==> config.mk <==
export PLATFORM = sky130hd
export DESIGN_NAME = srambus2axi_master
export DESIGN_NICKNAME = d
export VERILOG_FILES = /design/src/rtl/srambus2axi_master_pkg.sv /design/src/rtl/srambus2axi_master.sv
export SDC_FILE = /design/constraint.sdc
export NUM_CORES = 1
export LEC_CHECK = 0
export BUFFER_PORTS_ARGS = -buffer_cell sky130_fd_sc_hd__buf_2
export CAP_MARGIN = 0
export CORE_AREA = 2 2 113 115
export CTS_CLUSTER_SIZE = 8
export DETAILED_ROUTE_END_ITERATION = 12
export DIE_AREA = 0 0 115 117
export PLACE_DENSITY = 0.85
export SLEW_MARGIN = 20
export SYNTH_ARGS = -nofsm -noshare
export SYNTH_HDL_FRONTEND = slang
export SYNTH_SLANG_ARGS = --single-unit
==> constraint.sdc <==
create_clock -name ACLK -period 2.5 [get_ports ACLK]
set_input_delay 0 -clock ACLK [delete_from_list [all_inputs] [get_ports ACLK]]
set_output_delay 0 -clock ACLK [all_outputs]
set_load 0.005 [all_outputs]
==> src/rtl/srambus2axi_master_pkg.sv <==
// Shared definitions for the SRAM-bus to AXI master bridge.
// Contents: one-hot FSM state encodings, AXI constant field values and a response-error helper.
// No ports; imported by srambus2axi_master.
package srambus2axi_master_pkg;

    // One-hot state encodings (5 bits).
    localparam logic [4:0] ST_IDLE_OH    = 5'b00001;
    localparam logic [4:0] ST_RD_ADDR_OH = 5'b00010;
    localparam logic [4:0] ST_RD_DATA_OH = 5'b00100;
    localparam logic [4:0] ST_WR_REQ_OH  = 5'b01000;
    localparam logic [4:0] ST_WR_RESP_OH = 5'b10000;

    typedef enum logic [4:0] {
        ST_IDLE    = ST_IDLE_OH,
        ST_RD_ADDR = ST_RD_ADDR_OH,
        ST_RD_DATA = ST_RD_DATA_OH,
        ST_WR_REQ  = ST_WR_REQ_OH,
        ST_WR_RESP = ST_WR_RESP_OH
    } state_e;

    // AXI constant field values.
    localparam logic [2:0] SIZE_4B     = 3'b010;
    localparam logic [1:0] BURST_INCR  = 2'b01;
    localparam logic [1:0] RESP_OKAY   = 2'b00;
    localparam logic [1:0] RESP_SLVERR = 2'b10;

    // SLVERR and DECERR both have bit 1 set; OKAY and EXOKAY do not.
    function automatic logic resp_is_err(input logic [1:0] resp);
        return (resp & RESP_SLVERR) != RESP_OKAY;
    endfunction

endpackage

==> src/rtl/srambus2axi_master.sv <==
// SRAM-like request bus (req/we/addr_ok/data_ok) to single-beat AXI3 master, one transaction outstanding.
// Ports: ACLK/ARESETn (sync, active-low); mem_* requester side; AW/W/B/AR/R AXI master channels.
// Latency: AXI valid at T+1 after acceptance, data_ok >= 3 cycles after acceptance; mem_addr_ok only in IDLE.
// Optional: define SRAM2AXI_RESP_ERR_EN to add output mem_err, pulsed with mem_data_ok on SLVERR/DECERR.
module srambus2axi_master
    import srambus2axi_master_pkg::*;
#(
    parameter int DATA_WIDTH = 32,
    parameter int ADDR_WIDTH = 32,
    parameter int ID_WIDTH   = 4,
    parameter int STRB_WIDTH = DATA_WIDTH / 8,
    parameter int MASTER_ID  = 0
) (
    input  logic                  ACLK,
    input  logic                  ARESETn,
    // SRAM-like requester side
    input  logic                  mem_req,
    input  logic                  mem_we,
    input  logic [ADDR_WIDTH-1:0] mem_address,
    input  logic [DATA_WIDTH-1:0] mem_wdata,
    input  logic [STRB_WIDTH-1:0] mem_wmask,
    output logic                  mem_addr_ok,
    output logic                  mem_data_ok,
    output logic [DATA_WIDTH-1:0] mem_rdata,
`ifdef SRAM2AXI_RESP_ERR_EN
    output logic                  mem_err,
`endif
    // AXI write address
    output logic [ADDR_WIDTH-1:0] AWADDR,
    output logic [3:0]            AWLEN,
    output logic [2:0]            AWSIZE,
    output logic [1:0]            AWBURST,
    output logic [ID_WIDTH-1:0]   AWID,
    output logic                  AWVALID,
    input  logic                  AWREADY,
    // AXI write data
    output logic [DATA_WIDTH-1:0] WDATA,
    output logic [STRB_WIDTH-1:0] WSTRB,
    output logic                  WLAST,
    output logic [ID_WIDTH-1:0]   WID,
    output logic                  WVALID,
    input  logic                  WREADY,
    // AXI write response
    input  logic [ID_WIDTH-1:0]   BID,
    input  logic [1:0]            BRESP,
    input  logic                  BVALID,
    output logic                  BREADY,
    // AXI read address
    output logic [ADDR_WIDTH-1:0] ARADDR,
    output logic [3:0]            ARLEN,
    output logic [2:0]            ARSIZE,
    output logic [1:0]            ARBURST,
    output logic [ID_WIDTH-1:0]   ARID,
    output logic                  ARVALID,
    input  logic                  ARREADY,
    // AXI read data
    input  logic [DATA_WIDTH-1:0] RDATA,
    input  logic [1:0]            RRESP,
    input  logic                  RLAST,
    input  logic [ID_WIDTH-1:0]   RID,
    input  logic                  RVALID,
    output logic                  RREADY
);

    state_e                  state_q, state_d;
    logic [ADDR_WIDTH-1:0]   addr_q, addr_d;
    logic [DATA_WIDTH-1:0]   wdata_q, wdata_d;
    logic [STRB_WIDTH-1:0]   wmask_q, wmask_d;
    logic                    aw_done_q, aw_done_d;
    logic                    w_done_q, w_done_d;
    logic                    data_ok_q, data_ok_d;
    logic [DATA_WIDTH-1:0]   rdata_q, rdata_d;
`ifdef SRAM2AXI_RESP_ERR_EN
    logic                    err_q, err_d;
`endif

    always_ff @(posedge ACLK) begin
        if (!ARESETn) begin
            state_q   <= ST_IDLE;
            addr_q    <= '0;
            wdata_q   <= '0;
            wmask_q   <= '0;
            aw_done_q <= 1'b0;
            w_done_q  <= 1'b0;
            data_ok_q <= 1'b0;
            rdata_q   <= '0;
`ifdef SRAM2AXI_RESP_ERR_EN
            err_q     <= 1'b0;
`endif
        end else begin
            state_q   <= state_d;
            addr_q    <= addr_d;
            wdata_q   <= wdata_d;
            wmask_q   <= wmask_d;
            aw_done_q <= aw_done_d;
            w_done_q  <= w_done_d;
            data_ok_q <= data_ok_d;
            rdata_q   <= rdata_d;
`ifdef SRAM2AXI_RESP_ERR_EN
            err_q     <= err_d;
`endif
        end
    end

    always_comb begin
        state_d     = state_q;
        addr_d      = addr_q;
        wdata_d     = wdata_q;
        wmask_d     = wmask_q;
        aw_done_d   = aw_done_q;
        w_done_d    = w_done_q;
        data_ok_d   = 1'b0;
        rdata_d     = rdata_q;
`ifdef SRAM2AXI_RESP_ERR_EN
        err_d       = 1'b0;
`endif
        mem_addr_ok = 1'b0;

        case (state_q)
            ST_IDLE: begin
                mem_addr_ok = mem_req;
                if (mem_req) begin
                    // Direction is carried by the next state, so mem_we needs no flop.
                    addr_d    = mem_address;
                    wdata_d   = mem_wdata;
                    wmask_d   = mem_wmask;
                    aw_done_d = 1'b0;
                    w_done_d  = 1'b0;
                    state_d   = mem_we ? ST_WR_REQ : ST_RD_ADDR;
                end
            end
            ST_RD_ADDR: begin
                if (ARREADY) begin
                    state_d = ST_RD_DATA;
                end
            end
            ST_RD_DATA: begin
                if (RVALID) begin
                    rdata_d   = RDATA;
                    data_ok_d = 1'b1;
`ifdef SRAM2AXI_RESP_ERR_EN
                    err_d     = resp_is_err(RRESP);
`endif
                    state_d   = ST_IDLE;
                end
            end
            ST_WR_REQ: begin
                // AW and W complete independently, in either order or together.
                aw_done_d = aw_done_q | AWREADY;
                w_done_d  = w_done_q | WREADY;
                if (aw_done_d && w_done_d) begin
                    state_d = ST_WR_RESP;
                end
            end
            ST_WR_RESP: begin
                if (BVALID) begin
                    data_ok_d = 1'b1;
`ifdef SRAM2AXI_RESP_ERR_EN
                    err_d     = resp_is_err(BRESP);
`endif
                    state_d   = ST_IDLE;
                end
            end
            default: begin
                state_d = ST_IDLE;
            end
        endcase
    end

    // Valids/readies decode straight from state flops, so they are glitch-free
    // and drop on the same edge that a synchronous reset lands.
    assign ARVALID = (state_q == ST_RD_ADDR);
    assign RREADY  = (state_q == ST_RD_DATA);
    assign AWVALID = (state_q == ST_WR_REQ) && !aw_done_q;
    assign WVALID  = (state_q == ST_WR_REQ) && !w_done_q;
    assign BREADY  = (state_q == ST_WR_RESP);

    assign AWADDR  = addr_q;
    assign AWLEN   = 4'd0;
    assign AWSIZE  = SIZE_4B;
    assign AWBURST = BURST_INCR;
    assign AWID    = ID_WIDTH'(MASTER_ID);

    assign WDATA   = wdata_q;
    assign WSTRB   = wmask_q;
    assign WLAST   = 1'b1;
    assign WID     = ID_WIDTH'(MASTER_ID);

    assign ARADDR  = addr_q;
    assign ARLEN   = 4'd0;
    assign ARSIZE  = SIZE_4B;
    assign ARBURST = BURST_INCR;
    assign ARID    = ID_WIDTH'(MASTER_ID);

    assign mem_data_ok = data_ok_q;
    assign mem_rdata   = rdata_q;

`ifdef SRAM2AXI_RESP_ERR_EN
    assign mem_err = err_q;

    // Only the error bit of each response is meaningful here.
    logic unused_resp;
    assign unused_resp = ^{BID, BRESP[0], RID, RRESP[0], RLAST};
`else
    // Responses, IDs and RLAST carry no information for a single-beat, single-ID master.
    logic unused_resp;
    assign unused_resp = ^{BID, BRESP, RID, RRESP, RLAST};
`endif

endmodule

==> reports/summary.txt <==
====================================================================================
Run status ............................................................ complete, no violations
Clock Sinks ...........................................................          108
R2r endpoint .......................................................... ARADDR[10]$_SDFFE_PN0P_
Multi-input combinational cell area ...................................     2285 um2
Overall power after layout ............................................     4.472 mW
Area taken by flip-flops and latches ..................................     2163 um2
Switching share of total power ........................................       0.2846
Layout overhead on the synthesized area ...............................       45.81%
Final-layout setup total negative slack ...............................         0 ns
Number of core rows ...................................................           41
Number of CTS-inserted buffers ........................................            9
Number of inserted filler cells in the final layout ...................        1,031
Number of antenna violations at the first check in global routing .....            0
Worst R2R Path Depth ..................................................            4
Residual antenna-violating net count after detailed routing ...........            0
Beginning of the worst register-to-register path ...................... state_q[1]$_SDFFE_PN0P_
I/O pin cnt ...........................................................          292
Area enclosed by the die boundary .....................................   13,460 um2
Most common cell after layout, fill and taps aside ....................        buf_2
Vias ..................................................................        5,898
Post-Synthesis Cell Area ..............................................     5121 um2
Seq/Total Area, Yosys .................................................       0.4222
Hold violation count in the final report ..............................            0
Count of synthesis-stage warnings from yosys ..........................            0
Comb pwr share ........................................................        0.221
Normalized max-slew margin ............................................       0.4622
Arrival time of the worst setup path ..................................      2.22 ns
Startpoint class of the critical path .................................    flip-flop
Hold WC Path Type ..................................................... input port to flip-flop
Highest clock frequency the design can meet ...........................    450.2 MHz
Most frequent cells in the layout ..................................... 247 x buf_2, 107 x dfxtp_1, 106 x a21oi_1, 106 x dlygate4sd3_1, 103 x o31ai_1
Number of pins with negative max-slew slack in the final report .......            0
Critical path class ................................................... flip-flop to primary output
Fin crit share ........................................................       0.8885
Clock network power share .............................................        0.356
Global-route usage over all layers ....................................       0.2447
Root buffer cell ......................................................    clkbuf_16
Vias in the first global route ........................................        5,466
Weighted congestion at the end of routability-driven global placement .       0.7578
Worst-case setup margin in the final layout ...........................    0.2788 ns
Unique cell type count in the Yosys netlist ...........................           29
Largest vdd supply drop ...............................................  0.0003393 V
Cell type contributing the most total cell area after synthesis .......      dfxtp_1
Tightest hold margin ..................................................    0.2160 ns
Clock period minus final worst setup slack ............................     2.221 ns
Ratio of cells with drive above 1 in the final layout .................       0.3284
Mean number of vias per cell ..........................................        5.743
Wire length of the first global-routing pass ..........................    26,590 um
DRC ...................................................................            0
Launch instance of the worst min-delay path ...........................      mem_req
GR Overflow Total .....................................................            0
Initial cell density of the core ......................................       0.4160
Data required time at the worst endpoint ..............................      2.50 ns
Cell-internal power ...................................................     3.199 mW
Top fanout value on the critical path .................................           26
R2R Setup Slk .........................................................      0.41 ns
Number of enable-type register cells in the synthesized netlist .......            0
Top post-synthesis cells by area ...................................... dfxtp_1 42%, o31ai_1 15%, nand4_1 12%
Sum of net half-perimeters after detailed placement ...................      9736 um
Maximum number of buffers from clock root to sink .....................            2
Standard cell core area ...............................................   12,310 um2
Primary flip-flop cell chosen by synthesis mapping ....................      dfxtp_1
Sort of element at the end of the critical path ....................... primary output
CTS tree ..............................................................          yes
Net switching component of the power ..................................     1.273 mW
Leakage Power .........................................................     3.380 nW
Max H-tree Level ......................................................            3
Horizontal extent of the die ..........................................       115 um
Sequential fraction of design power ...................................        0.423
Pin count of the biggest net entering global routing ..................           71
First drt pass iteration count ........................................            5
Avg Cell Area, Syn ....................................................    8.479 um2
Total Nets Final ......................................................          994
Number of standard cells after synthesis ..............................          604
Clock network latency to the later pin of the worst-skew pair .........      0.34 ns
Worst-case hold path end point ........................................ aw_done_q$_SDFFE_PN0P_
N_diodes ..............................................................            0
Die outline height ....................................................       117 um
Setup violators final .................................................            0
Sum of routed wire length over all layers .............................    17,430 um
Post-placement setup slack ............................................    0.4448 ns
WL per Instance .......................................................     16.97 um
Number of register bits inferred by synthesis .........................          108
Top-area cell type share of the netlist area ..........................       0.4222
Share of flip-flops with an asynchronous set or reset after synthesis .            0
Worst Max-Slew Pin Slew ...............................................    0.8006 ns
Count of input and output buffers .....................................          247
Max capacitance violation total .......................................            0
Detailed Route Iter0 Violations .......................................          633
Worst Hold Path Cells .................................................            4
Clock slew at reported path FFs .......................................      0.07 ns
Pwr per Cell Area ..................................................... 598.9 nW/um2
Number of gates resized after CTS .....................................            0
Setup repair after global routing missed its margin ...................           no
Clock skew ............................................................  0.007012 ns
====================================================================================
==> per-stage QoR <==
stage / instances / cell area [um2] / utilization
2_1_floorplan: 633 / 5230 / -
3_3_place_gp: 905 / 6068 / 0.4929
3_5_place_dp: 905 / 6068 / 0.4929
4_1_cts: 1027 / 7467 / 0.6065
5_1_grt: 1027 / 7467 / 0.6065
6_report: 1027 / 7467 / 0.6065
==> kinds of logic (layout without fill, tap and decap cells) <==
kind of cell | after synthesis | in the layout | synth area share
AO/OA/AOI/OAI | 214 | 214 | 0.2619
buffers and inverters | 149 | 393 | 0.1566
AND/OR/NAND/NOR | 130 | 130 | 0.1561
flip-flops | 108 | 108 | 0.4222
other | 2 | 31 | 0.001466
XOR/XNOR | 1 | 1 | 0.001711
==> sequential cells by signal, indices dropped and copies added, names as in the netlist <==
signal / count
mem_rdata: 32
mem_data_ok: 1
ARADDR: 32
WSTRB: 4
WDATA: 32
w_done_q: 1
state_q: 5
aw_done_q: 1
==> synth_stat cells, types with 3 or more instances <==
cell type / count
nor2_1: 6
buf_1: 5
nand3_1: 6
a21oi_1: 106
o31ai_1: 103
inv_1: 3
buf_2: 5
buf_4: 63
nand4_1: 102
inv_2: 3
dfxtp_1: 108
clkbuf_1: 70
==> layout make-up <==
cell class | count | share of cell area
Timing Repair Buffer | 371 | 0.3308
Multi-Input combinational cell | 376 | 0.3060
Sequential cell | 108 | 0.2897
Clock buffer | 13 | 0.03619
Tap cell | 150 | 0.02513
Clock inverter | 3 | 0.009048
Inverter | 6 | 0.003184
==> critical path, cell delays in order, from the launching register on <==
cell and delay, ns:
dfxtp_1 0.40, or4_2 0.93, buf_12 0.26, nor3_1 0.14
buf_2 0.14
==> power by group through the flow <==
stage	Clock, mW	Sequential (mW)	Combinational, mW
3_5_place_dp	0	1.93	0.835
3_3_place_gp	0	1.92	0.830
6_report	1.59	1.89	0.989
5_1_grt	1.69	1.90	1.08
4_1_cts	1.63	1.89	0.964
2_1_floorplan	0	1.93	0.560
==> per-layer routing <==
metal / vias to the layer above / global-route usage / wire length (um) / part of all wire
met2: 340 / 0.4141 / 8533 / 0.49
li1: 2742 / - / - / -
met5: - / 0 / 0 / 0
met1: 2755 / 0.2898 / 6846 / 0.39
met4: 0 / 0.1325 / 694 / 0.040
met3: 61 / 0.05561 / 1349 / 0.077
==> repair_timing <==
item                                   4_1_cts  5_1_grt
hold buffers                               106        0
endpoints found under the hold margin      108        0
buffers inserted                             0        0
==> how the worst max path moves through the flow <==
| stage | cells after the start | end | start |
|---|---|---|---|
| final | 4 | mem_addr_ok | state_q[1]$_SDFFE_PN0P_ |
| after global routing | 4 | mem_addr_ok | state_q[1]$_SDFFE_PN0P_ |
| after CTS | 4 | mem_addr_ok | state_q[1]$_SDFFE_PN0P_ |
| after detailed placement | 4 | ARADDR[6]$_SDFFE_PN0P_ | state_q[1]$_SDFFE_PN0P_ |
| after global placement | 4 | ARADDR[16]$_SDFFE_PN0P_ | state_q[1]$_SDFFE_PN0P_ |
| after floorplan | 5 | state_q[0]$_SDFFE_PN1P_ | state_q[4]$_SDFFE_PN0P_ |
No activity file was read; power rests on OpenSTA's default activity.
